`config.mk`:
```
export PLATFORM = sky130hd
export DESIGN_NAME = bip_run_controller
export DESIGN_NICKNAME = d
export VERILOG_FILES = /design/src/rtl/bip_run_controller.sv
export SDC_FILE = /design/constraint.sdc
export NUM_CORES = 1
export LEC_CHECK = 0
export ABC_CLOCK_PERIOD_IN_PS = 3400
export CAP_MARGIN = 20
export CELL_PAD_IN_SITES_DETAIL_PLACEMENT = 0
export CELL_PAD_IN_SITES_GLOBAL_PLACEMENT = 1
export CORE_UTILIZATION = 43
export CTS_CLUSTER_SIZE = 25
export DETAILED_ROUTE_END_ITERATION = 16
export PLACE_DENSITY = 0.88
export SETUP_SLACK_MARGIN = 0.3
export SYNTH_ARGS = -nofsm -noshare
export SYNTH_HDL_FRONTEND = slang
export SYNTH_SLANG_ARGS = --single-unit
export TNS_END_PERCENT = 20
```
`constraint.sdc`:
```
create_clock -name clk -period 3.4 [get_ports clk]
set_input_delay 0.85 -clock clk [delete_from_list [all_inputs] [get_ports clk]]
set_output_delay 0.85 -clock clk [all_outputs]
set_load 0.02 [all_outputs]
```
`src/rtl/bip_run_controller.sv`:
```
// Run/step sequencer for the BIP core: decodes UART command bytes, gates the core's
// reset and clock enable, and streams a 5-byte status report back over the UART.
module bip_run_controller #(
  parameter logic [15:0] TIMEOUT   = 16'd2047,
  parameter logic [7:0]  CMD_RUN   = 8'h52,
  parameter logic [7:0]  CMD_STEP  = 8'h53,
  parameter logic [7:0]  CMD_CLEAR = 8'h43
) (
  input  logic        clk,
  input  logic        rst,
  input  logic [7:0]  i_rx_data,
  input  logic        i_rx_valid,
  input  logic        i_bip_done,
  input  logic [15:0] i_acc,
  input  logic        i_tx_done,
  output logic        o_bip_rst_n,
  output logic        o_bip_enable,
  output logic        o_tx_start,
  output logic [7:0]  o_tx_data,
  output logic        o_busy
);

  typedef enum logic [2:0] {S_IDLE, S_RUN, S_STEP, S_HOLD, S_SEND, S_WAIT} state_t;

  state_t      state_q, state_d;
  logic [15:0] count_q, count_d;
  logic [15:0] acc_snap_q, acc_snap_d;
  logic [15:0] cnt_snap_q, cnt_snap_d;
  logic        done_flag_q, done_flag_d;
  logic        timeout_flag_q, timeout_flag_d;
  logic        step_flag_q, step_flag_d;
  logic [2:0]  idx_q, idx_d;
  logic        tx_start_q, tx_start_d;
  logic [7:0]  tx_data_q, tx_data_d;
  logic        bip_rst_n_q, bip_rst_n_d;
  logic        bip_enable_q, bip_enable_d;
  logic        busy_q, busy_d;
  logic        hit_timeout;
  logic [7:0]  status_next;

  function automatic logic [7:0] report_byte(input logic [2:0]  idx,
                                             input logic [7:0]  status,
                                             input logic [15:0] cnt,
                                             input logic [15:0] acc);
    case (idx)
      3'd0:    report_byte = status;
      3'd1:    report_byte = cnt[15:8];
      3'd2:    report_byte = cnt[7:0];
      3'd3:    report_byte = acc[15:8];
      default: report_byte = acc[7:0];
    endcase
  endfunction

  always_comb begin
    // NOTE: every *_d starts from its *_q (or a fixed value) so no branch infers a latch.
    state_d        = state_q;
    count_d        = count_q;
    acc_snap_d     = acc_snap_q;
    cnt_snap_d     = cnt_snap_q;
    done_flag_d    = done_flag_q;
    timeout_flag_d = timeout_flag_q;
    step_flag_d    = step_flag_q;
    idx_d          = idx_q;
    tx_start_d     = 1'b0;
    tx_data_d      = tx_data_q;
    hit_timeout    = (count_q + 16'd1 == TIMEOUT);

    case (state_q)
      S_IDLE: begin
        if (i_rx_valid && i_rx_data == CMD_RUN) begin
          state_d = S_RUN;
          count_d = 16'd0;
        end else if (i_rx_valid && i_rx_data == CMD_STEP) begin
          state_d = S_STEP;
          count_d = 16'd0;
        end
      end
      S_RUN, S_STEP: begin
        count_d = count_q + 16'd1;
        if (state_q == S_STEP || i_bip_done || hit_timeout) begin
          state_d        = S_SEND;
          acc_snap_d     = i_acc;
          cnt_snap_d     = count_q + 16'd1;
          done_flag_d    = i_bip_done;
          timeout_flag_d = hit_timeout;
          step_flag_d    = (state_q == S_STEP);
          idx_d          = 3'd0;
        end
      end
      S_SEND: state_d = S_WAIT;
      S_WAIT: begin
        if (i_tx_done) begin
          if (idx_q != 3'd4) begin
            idx_d   = idx_q + 3'd1;
            state_d = S_SEND;
          end else if (done_flag_q || timeout_flag_q) begin
            state_d = S_IDLE;
          end else begin
            state_d = S_HOLD;
          end
        end
      end
      S_HOLD: begin
        if (i_rx_valid) begin
          if (i_rx_data == CMD_STEP)       state_d = S_STEP;
          else if (i_rx_data == CMD_RUN)   state_d = S_RUN;
          else if (i_rx_data == CMD_CLEAR) state_d = S_IDLE;
        end
      end
      default: state_d = S_IDLE;
    endcase

    // Outputs are registered, so they are derived from the state being entered.
    status_next = {4'hA, 1'b0, timeout_flag_d, done_flag_d, step_flag_d};
    if (state_d == S_SEND) begin
      tx_start_d = 1'b1;
      tx_data_d  = report_byte(idx_d, status_next, cnt_snap_d, acc_snap_d);
    end
    bip_rst_n_d  = (state_d != S_IDLE);
    bip_enable_d = (state_d == S_RUN) || (state_d == S_STEP);
    busy_d       = (state_d != S_IDLE) && (state_d != S_HOLD);
  end

  always_ff @(posedge clk) begin
    // NOTE: reset is sampled on the clock edge; snapshot registers are cleared with the rest.
    if (!rst) begin
      state_q        <= S_IDLE;
      count_q        <= 16'd0;
      acc_snap_q     <= 16'd0;
      cnt_snap_q     <= 16'd0;
      done_flag_q    <= 1'b0;
      timeout_flag_q <= 1'b0;
      step_flag_q    <= 1'b0;
      idx_q          <= 3'd0;
      tx_start_q     <= 1'b0;
      tx_data_q      <= 8'd0;
      bip_rst_n_q    <= 1'b0;
      bip_enable_q   <= 1'b0;
      busy_q         <= 1'b0;
    end else begin
      state_q        <= state_d;
      count_q        <= count_d;
      acc_snap_q     <= acc_snap_d;
      cnt_snap_q     <= cnt_snap_d;
      done_flag_q    <= done_flag_d;
      timeout_flag_q <= timeout_flag_d;
      step_flag_q    <= step_flag_d;
      idx_q          <= idx_d;
      tx_start_q     <= tx_start_d;
      tx_data_q      <= tx_data_d;
      bip_rst_n_q    <= bip_rst_n_d;
      bip_enable_q   <= bip_enable_d;
      busy_q         <= busy_d;
    end
  end

  assign o_bip_rst_n  = bip_rst_n_q;
  assign o_bip_enable = bip_enable_q;
  assign o_tx_start   = tx_start_q;
  assign o_tx_data    = tx_data_q;
  assign o_busy       = busy_q;

endmodule
```
==> Word level (Yosys, flattened, before mapping) <==
Index checks and enable logic that the tools add are counted.
Widths: inputs -> output; s select.
{ "word_totals": {"output_inout_bits": 12, "word_cells": 76, "in_bits": 29, "reg_bits": 69} }
{ "classes": {"n_eq_ne": 18, "n_reduce_logical": 13, "n_addsub": 2, "n_mux": 30} }
{ "ops": {"columns": ["operator", "n"], "rows": [
  ["$mux 16", 6],
  ["$mux 3", 12],
  ["$pmux 16 s2", 1],
  ["$pmux 8 s4", 1],
  ["$eq 8x7->1 const B", 3],
  ["$add 16x1->16 const B", 1],
  ["$eq 16x11->1 const B", 1],
  ["$eq 3x2->1 const B", 5],
  ["$pmux 3 s5", 1],
  ["$eq 3x1->1 const B", 3],
  ["$eq 3x3->1 const B", 3],
  ["$mux 1", 7],
  ["$logic_not 3->1", 2],
  ["$ne 3x3->1 const B", 2],
  ["$pmux 3 s2", 1],
  ["$logic_or 1x1->1", 4],
  ["$add 3x1->3 const B", 1],
  ["$logic_and 1x1->1", 3],
  ["$ne 3x2->1 const B", 1],
  ["$reduce_bool 3->1", 1],
  ["$mux 2", 1],
  ["$reduce_and 2->1", 1],
  ["$reduce_bool 2->1", 1],
  ["$reduce_or 2->1", 1]
]} }

==> Logic depth before layout (Yosys ltp) <==
Gate-level depths: netlist of the first run.
{ "logic_depth": {"word_depth": 8, "depth_mapped": 13, "ltp_nobuf": 11} }

==> Worst setup path before layout of the first run <==
No wires, ideal clock.
{ "synth_path": {"path_type": "in2reg", "startpoint": "input port i_rx_data[7]", "endpoint": "register tx_data_q[4] (netlist: o_tx_data[4])", "arrival_time_ns": 2.912, "setup_slack_ns": 0.362, "stages": 9, "required_time_ns": 3.274, "cell_sequence": "or4bb_1 nor4b_1 nor3_1 o32a_1 and3_4 buf_6 or3_1 a41oi_2 a21oi_1"} }
{ "synth_via": {"elab_chain_cells": 7, "word_cells_on_any_way": 13, "cone_classes": "eq/ne: 4; mux: 7; reduce/logical: 2"} }
{ "synth_lines": {"columns": ["item", "line", "rtl"], "rows": [
  ["start: declaration", "11", "input logic [7:0] i_rx_data,"],
  ["$eq 8x7->1", "107", "else if (i_rx_data == CMD_CLEAR) state_d = S_IDLE;"],
  ["$mux 3", "107", null],
  ["$mux 3", "106", "else if (i_rx_data == CMD_RUN) state_d = S_RUN;"],
  ["$mux 3", "105", "if (i_rx_data == CMD_STEP) state_d = S_STEP;"],
  ["$mux 3", "104", "if (i_rx_valid) begin"],
  ["$pmux 3 s5 (*)", "68", "case (state_q)"],
  ["$eq 3x3->1 (*)", "115", "if (state_d == S_SEND) begin"],
  ["end signal: assignment", "150", "tx_data_q <= tx_data_d;"],
  ["end: declaration", "34", "logic [7:0] tx_data_q, tx_data_d;"]
]} }
Mark *: on every way between the ends. The rest lies on a longest branch, timed or not.
A chain may end at the register's enable or synchronous reset.

==> Worst setup path in the final report of the first run <==
{ "layout_path": {"startpoint": "input port i_rx_data[6]", "endpoint": "register tx_data_q[0] (netlist: o_tx_data[0])"} }
Same word-level chain as after synthesis.

==> qor.yml, run 1 <==
finalCritPeriodShare: 0.884
antenna_left: 0
ys_warn_count: 0
antenna_found_initial: 0
cts_tree: "done"
final_util: 0.564
hold_ws_ps: 468
insertion_delay_ps: 350
slew_viol_final: 0
max_cap_viol_count: 0
die_x_um: 97.2
dr.first_iter.drc_count: 287
dpl.hpwl_mm: 7.82
numCtsBuffers: 9
vias: 3811
wire_per_inst_um: 16.7
holdBufCountCts: 0
switching_share: 0.244
startpoint_type: "input port"
clock.fmax_mhz: 333
rsz0062_at_grt: "true"
synth_nets: 512
syn_avg_cell_area_um2: 8.13
synth-seq-cells: 69
nets: 569
clock_sinks: 69
clock_path_buffers: 2
power.clock.fraction: 0.435
final_hold_viol_count: 0
start_util: 0.444
critPathArrivalTime_ps: 3290
dieArea_um2: 9440
comb_power_share: 0.051
use_met1: 0.311
async_reset_ff_frac: 0
multiInputGateArea_um2: 2460
met2_usage: 0.395
leakagePower_uw: 0.00193
synth_edf_count: 0
yosys.cell_types.count: 78
critPathCaptureType: "flip-flop"
crit_type: "in -> reg"
netlist_instances: 479
grt_pass1_wl_mm: 18.1
maxSlewHeadroom: 0.578
core_um2: 8760
vias_per_cell: 5.87
gp_congestion: 0.905
status: "complete, no violations"
placed_area_um2: 4540
ioPinCount: 41
stdcell_area_um2: 4940
hold_path_class: "reg -> reg"
netSwitchingPower_uw: 385
syn2layout_area_growth_pct: 26.9
dr.pass1.iters: 5
fillCellCount: 790
cts.clk_slew.worst_paths_ps: 80
use_met3: 0.0424
cts_root_buf: "clkbuf_8"
wirelength_mm: 10.8
yosysSeqAreaShare: 0.355
n_antenna_cell: 0
finClkSkew_ps: 8.41
grt_start_max_net_pins: 27
synth_top_flop_cell: "dfxtp_1"
row_count: 34
required_ps: 3690
seqCellArea_um2: 1390
synth_area_um2: 3890
total_power_uw: 1580
drc: 0
dp_slack_ps: -144
port_buffers: 40
grt_busiest_layer: "met2"
power.internal_uw: 1190
worst_slack_ps: 396
grt_remaining_overflow: 0
final.min_clock_period_ps: 3000
reg2reg_slack_ps: 410
htreeDepth: 3
die_h_um: 97.2
finalSetupViolations: 0
worst_ir_drop_vdd_mv: 0.197
worst_pin_slew_ps: 631
powerDensity_nw_per_um2: 320
grt_pass1_vias: 3646
drive_gt1_frac: 0.177
grt_usage: 0.237
seq_power_share: 0.514
crit_fanout: 4
## path summary, 6_finish.rpt
| check | startpoint | end | depth (start not counted) |
|---|---|---|---|
| hold reg to reg | cnt_snap_q[0] | cnt_snap_q[0] | 2 |
| setup reg to reg | count_q[0] | o_tx_data[3] | 12 |
| setup / recovery | i_rx_data[6] | o_tx_data[0] | 10 |
| hold / removal | cnt_snap_q[0] | cnt_snap_q[0] | 2 |
## metal layers
layer | wire length [um] | vias to the layer above
li1 | - | 1846
met1 | 4980 | 1836
met2 | 5140 | 114
met3 | 534 | 15
met4 | 188 | 0
met5 | 0 | -
## flip-flops by register name, summed over array words and instances, names as in the netlist
name	cells
acc_snap_q	16
cnt_snap_q	16
count_q	16
done_flag_q	1
idx_q	3
o_bip_enable	1
o_bip_rst_n	1
o_busy	1
o_tx_data	8
o_tx_start	1
state_q	3
step_flag_q	1
timeout_flag_q	1
## cell usage after synthesis (all sizes together) (3+ instances only)
cell	count	share of area
a21oi	40	0.051
and2	8	0.013
o211ai	4	0.0077
o21ai	35	0.046
and3	7	0.013
nand2	51	0.049
a211oi	5	0.0096
nor2	59	0.058
o211a	3	0.0077
mux2	3	0.0087
a31oi	8	0.017
nand3b	4	0.0077
or3	7	0.011
a21o	6	0.012
or2	3	0.0048
a22oi	5	0.011
inv	12	0.012
a32oi	4	0.014
nand3	14	0.022
dfxtp	69	0.35
nor3	9	0.013
nor3b	3	0.0071
clkbuf	23	0.023
mux2i	16	0.041
nand4	6	0.0096
xor2	5	0.013
xnor2	11	0.025
ha	4	0.013
buf	8	0.013
nor4	8	0.021
o22ai	4	0.0064
## layout by cell type, fill, tap and decap left out, types with 11 or more instances in the layout
master / count
xnor2_1: 11
inv_1: 12
mux2i_1: 16
a21oi_1: 39
nand3_1: 12
nor2_1: 58
dfxtp_1: 65
nand2_1: 50
buf_4: 35
o21ai_0: 23
clkdlybuf4s50_1: 33
## worst max-delay path, cell delays in order
cell,delay (ps)
clkdlybuf4s50_1,470
or4bb_4,480
nor4b_4,220
buf_4,160
nor3_4,60
o32a_1,230
nand3_2,120
mux2_4,310
mux2_2,270
o21ai_1,110
## repair_timing
item,CTS,global route
setup buffers,1,5
setup endpoints to repair,6,12
pin swaps,3,15
gates cloned,0,0
resized for setup,4,30
## cells by family after synthesis
group           Yosys count  synth area share
simple gates            189             0.253
compound gates          138             0.244
flops                    69             0.355
buf+inv                  44            0.0479
mux                      19            0.0498
xor+xnor                 16            0.0379
fa+ha+maj                 4            0.0128
## power by group through the flow
stage               Clock, uW  Sequential (uW)  Combinational, uW
floorplan                   0              831               28.4
global placement            0              831               77.7
detailed placement          0              831               79.2
CTS                       689              812               80.5
global route              728              812               87.6
finish                    686              812               80.9
## through the flow
stage                     instances  TNS [ps]
after global placement          627      -394
after detailed placement        627      -632
after CTS                       644         0
after global routing            649         0
after floorplan                 479         0
final                           649         0
## layout make-up
type / count / area share
inverters: 13 / 0.0106
flip-flops and latches: 69 / 0.281
well taps: 108 / 0.0273
multi-input cells: 366 / 0.497
clock buffers: 9 / 0.0251
clock inverters: 7 / 0.0149
repair buffers: 77 / 0.144
No activity file was read; power rests on OpenSTA's default activity.
==> run 2, diff against run 1 <==
ABC_CLOCK_PERIOD_IN_PS = 2700   (was 3400)
CORE_UTILIZATION = 38   (was 43)
PLACE_DENSITY = 0.82   (was 0.88)
clock period = 2.7 ns   (was 3.4 ns; I/O delays follow)
==> qor.yml, run 2 (synthesis results as in run 1) <==
cpMostUsedCell: "mux2_4"
placed_area_um2: 5250  # was 4540 um^2
core_um2: 9860  # was 8760 um^2
r2r_start: "count_q[0]"  # unchanged
drive_gt1_frac: 0.383  # was 0.177
switching_share: 0.239  # was 0.244
wl_met3_um: 604  # was 534 um
die_h_um: 103  # was 97.2 um
setup_tns_ps: -1090  # was 0 ps
n_antenna_cell: 0  # unchanged
insertion_delay_ps: 350  # about the same
hold_depth: 2  # unchanged
final_hold_viol_count: 0  # unchanged
drc: 0  # unchanged
dpl.hpwl_mm: 8.91  # was 7.82 mm
maxSlewHeadroom: 0.584  # was 0.578
clock_path_buffers: 2  # unchanged
worstPathCellList: "buf_6, nand4_1, or4_4, a22oi_2, buf_4, nand2_4, a31o_4, mux2i_2, mux2_4, mux2_4, o21ai_2"  # was clkdlybuf4s50_1, or4bb_4, nor4b_4, buf_4, nor3_4, o32a_1, nand3_2, mux2_4, mux2_2, o21ai_1
reg2reg_slack_ps: -180  # was 410 ps
grt_pass1_wl_mm: 19.9  # was 18.1 mm
power.clock.fraction: 0.422  # was 0.435
vias: 4248  # was 3811
reg_top3: "acc_snap_q x16, cnt_snap_q x16, count_q x16"  # unchanged
start_util: 0.395  # was 0.444
r2r.worst_path.cells: 11  # was 12
ioPinCount: 41  # unchanged
cts.clk_slew.worst_paths_ps: 80  # about the same
status: "finished, violations left"  # was complete, no violations
clock.fmax_mhz: 348
critPathCaptureType: "flip-flop"  # unchanged
wire_per_inst_um: 16.2  # was 16.7 um
nets: 674  # was 569
cts_tree: "done"  # unchanged
routed.top_layer: "met4"  # unchanged
cts_root_buf: "clkbuf_8"  # unchanged
powerDensity_nw_per_um2: 325  # was 320 nW/um^2
dieArea_um2: 10700  # was 9440 um^2
finalSetupViolations: 10  # was 0
comb_power_share: 0.063  # was 0.051
hp-start: "acc_snap_q[8]"  # was cnt_snap_q[0]
slowest_delay_ps: 590  # was 480 ps
wirelength_met1_mm: 5.49  # was 4.98 mm
reg2reg_to: "o_tx_data[0]"  # was o_tx_data[3]
dr.first_iter.drc_count: 188  # was 287
vias_per_cell: 5.46  # was 5.87
hold_path_class: "reg -> reg"  # unchanged
finClkSkew_ps: 9.44  # was 8.41 ps
holdBufCountCts: 0  # unchanged
clock_sinks: 69  # unchanged
grt_usage: 0.245  # was 0.237
port_buffers: 40  # unchanged
rsz0062_at_grt: "true"  # unchanged
stdcell_area_um2: 6090  # was 4940 um^2
final_common_cell: "buf_4"  # was dfxtp_1
die_x_um: 103  # was 97.2 um
critPathArrivalTime_ps: 3160  # was 3290 ps
htreeDepth: 3  # unchanged
seq_power_share: 0.515  # was 0.514
max_cap_viol_count: 0  # unchanged
required_ps: 2980  # was 3690 ps
min_to: "acc_snap_q[8]"  # was cnt_snap_q[0]
crit_type: "reg -> reg"  # was in -> reg
syn2layout_area_growth_pct: 56.3  # was 26.9%
final_util: 0.617  # was 0.564
total_power_uw: 1980  # was 1580 uW
crit_slowest_cell: "or4_4"  # was or4bb_4
crit_start: "count_q[0]"  # was i_rx_data[6]
netSwitchingPower_uw: 474  # was 385 uW
antenna_left: 0  # unchanged
dr_wl_met2_mm: 6.26  # was 5.14 mm
hold_ws_ps: 464  # was 468 ps
final.min_clock_period_ps: 2880
fillCellCount: 809  # was 790
worst_pin_slew_ps: 624  # was 631 ps
power.internal_uw: 1510  # was 1190 uW
worst_slack_ps: -176  # was 396 ps
worst_ir_drop_vdd_mv: 0.212  # was 0.197 mV
leakagePower_uw: 0.00248  # was 0.00193 uW
violations: "setup timing"
grt_remaining_overflow: 0  # unchanged
crit_fanout: 5  # was 4
slew_viol_final: 0  # unchanged
gp_congestion: 0.897  # was 0.905
layout.cells.most_common_list: "120 x buf_4, 59 x dfxtp_1, 54 x nor2_1"  # was 65 x dfxtp_1, 58 x nor2_1, 50 x nand2_1
grt_start_max_net_pins: 19  # was 27
row_count: 36  # was 34
numCtsBuffers: 9  # unchanged
finalCritPeriodShare: 1.07
dr.pass1.iters: 5  # unchanged
startpoint_type: "flip-flop"  # was input port
wirelength_mm: 12.6  # was 10.8 mm
antenna_found_initial: 0  # unchanged
grt_pass1_vias: 4112  # was 3646
-- run 2: changes by cell type in the layout (fill, tap and decap cells not counted), moves of 4 or more --
cell,change
buf_6,+19
o21ai_0,-6
dlymetal6s2s_1,-7
dfxtp_2,+4
mux2i_1,-11
buf_4,+85
nor2_1,-4
mux2i_4,+4
dfxtp_1,-6
mux2i_2,+7
-- run 2: worst max-delay path, delay by kind of cell, from the launching register on --
kind,cells,cell delay [ps]
AND/OR/NAND/NOR,3,810
multiplexers,3,710
AO/OA/AOI/OAI,3,640
flip-flops,1,370
buffers and inverters,2,280
-- run 2: through the flow --
stage	worst slack, ps	cells
after floorplan	-92.1	479
after global routing	-244	778
final	-176	778
after CTS	-169	771
after detailed placement	-634	734
after global placement	-540	734
-- run 2: worst max path at each step --
stage / end / slack [ps] / cells after the start
floorplan: o_tx_data[4] / -90 / 9
global placement: o_tx_data[4] / -540 / 9
detailed placement: o_tx_data[0] / -630 / 9
CTS: o_tx_data[0] / -170 / 11
global route: o_tx_data[3] / -240 / 14
finish: o_tx_data[0] / -180 / 11
-- run 2: cell type report --
cell class	instances	area [um^2]	share of cell area
multi-input combinational	366	2710	0.446
timing repair buffer	182	1570	0.258
sequential	69	1400	0.230
tap	133	166	0.0273
clock buffer	9	124	0.0203
clock inverter	6	65.1	0.0107
inverter	13	51.3	0.00842
-- run 2: routing by layer --
layer,up-vias,track usage
met3,25,0.0504
met2,132,0.418
met1,2030,0.302
met5,-,0
met4,0,0.0986
li1,2061,-
-- run 2: power by group through the flow --
| stage | combinational [uW] | sequential, uW | clock, uW |
|---|---|---|---|
| 2_1_floorplan | 36.4 | 1050 | 0 |
| 3_3_place_gp | 107 | 1050 | 0 |
| 3_5_place_dp | 110 | 1050 | 0 |
| 4_1_cts | 119 | 1020 | 853 |
| 5_1_grt | 133 | 1020 | 897 |
| 6_report | 124 | 1020 | 836 |
-- run 2: repair_timing --
item                       in CTS  in global routing
setup buffers                  21                  7
setup endpoints to repair      67                 58
gates cloned                    1                  0
gates resized for setup        82                 38
pin swaps                      46                 26
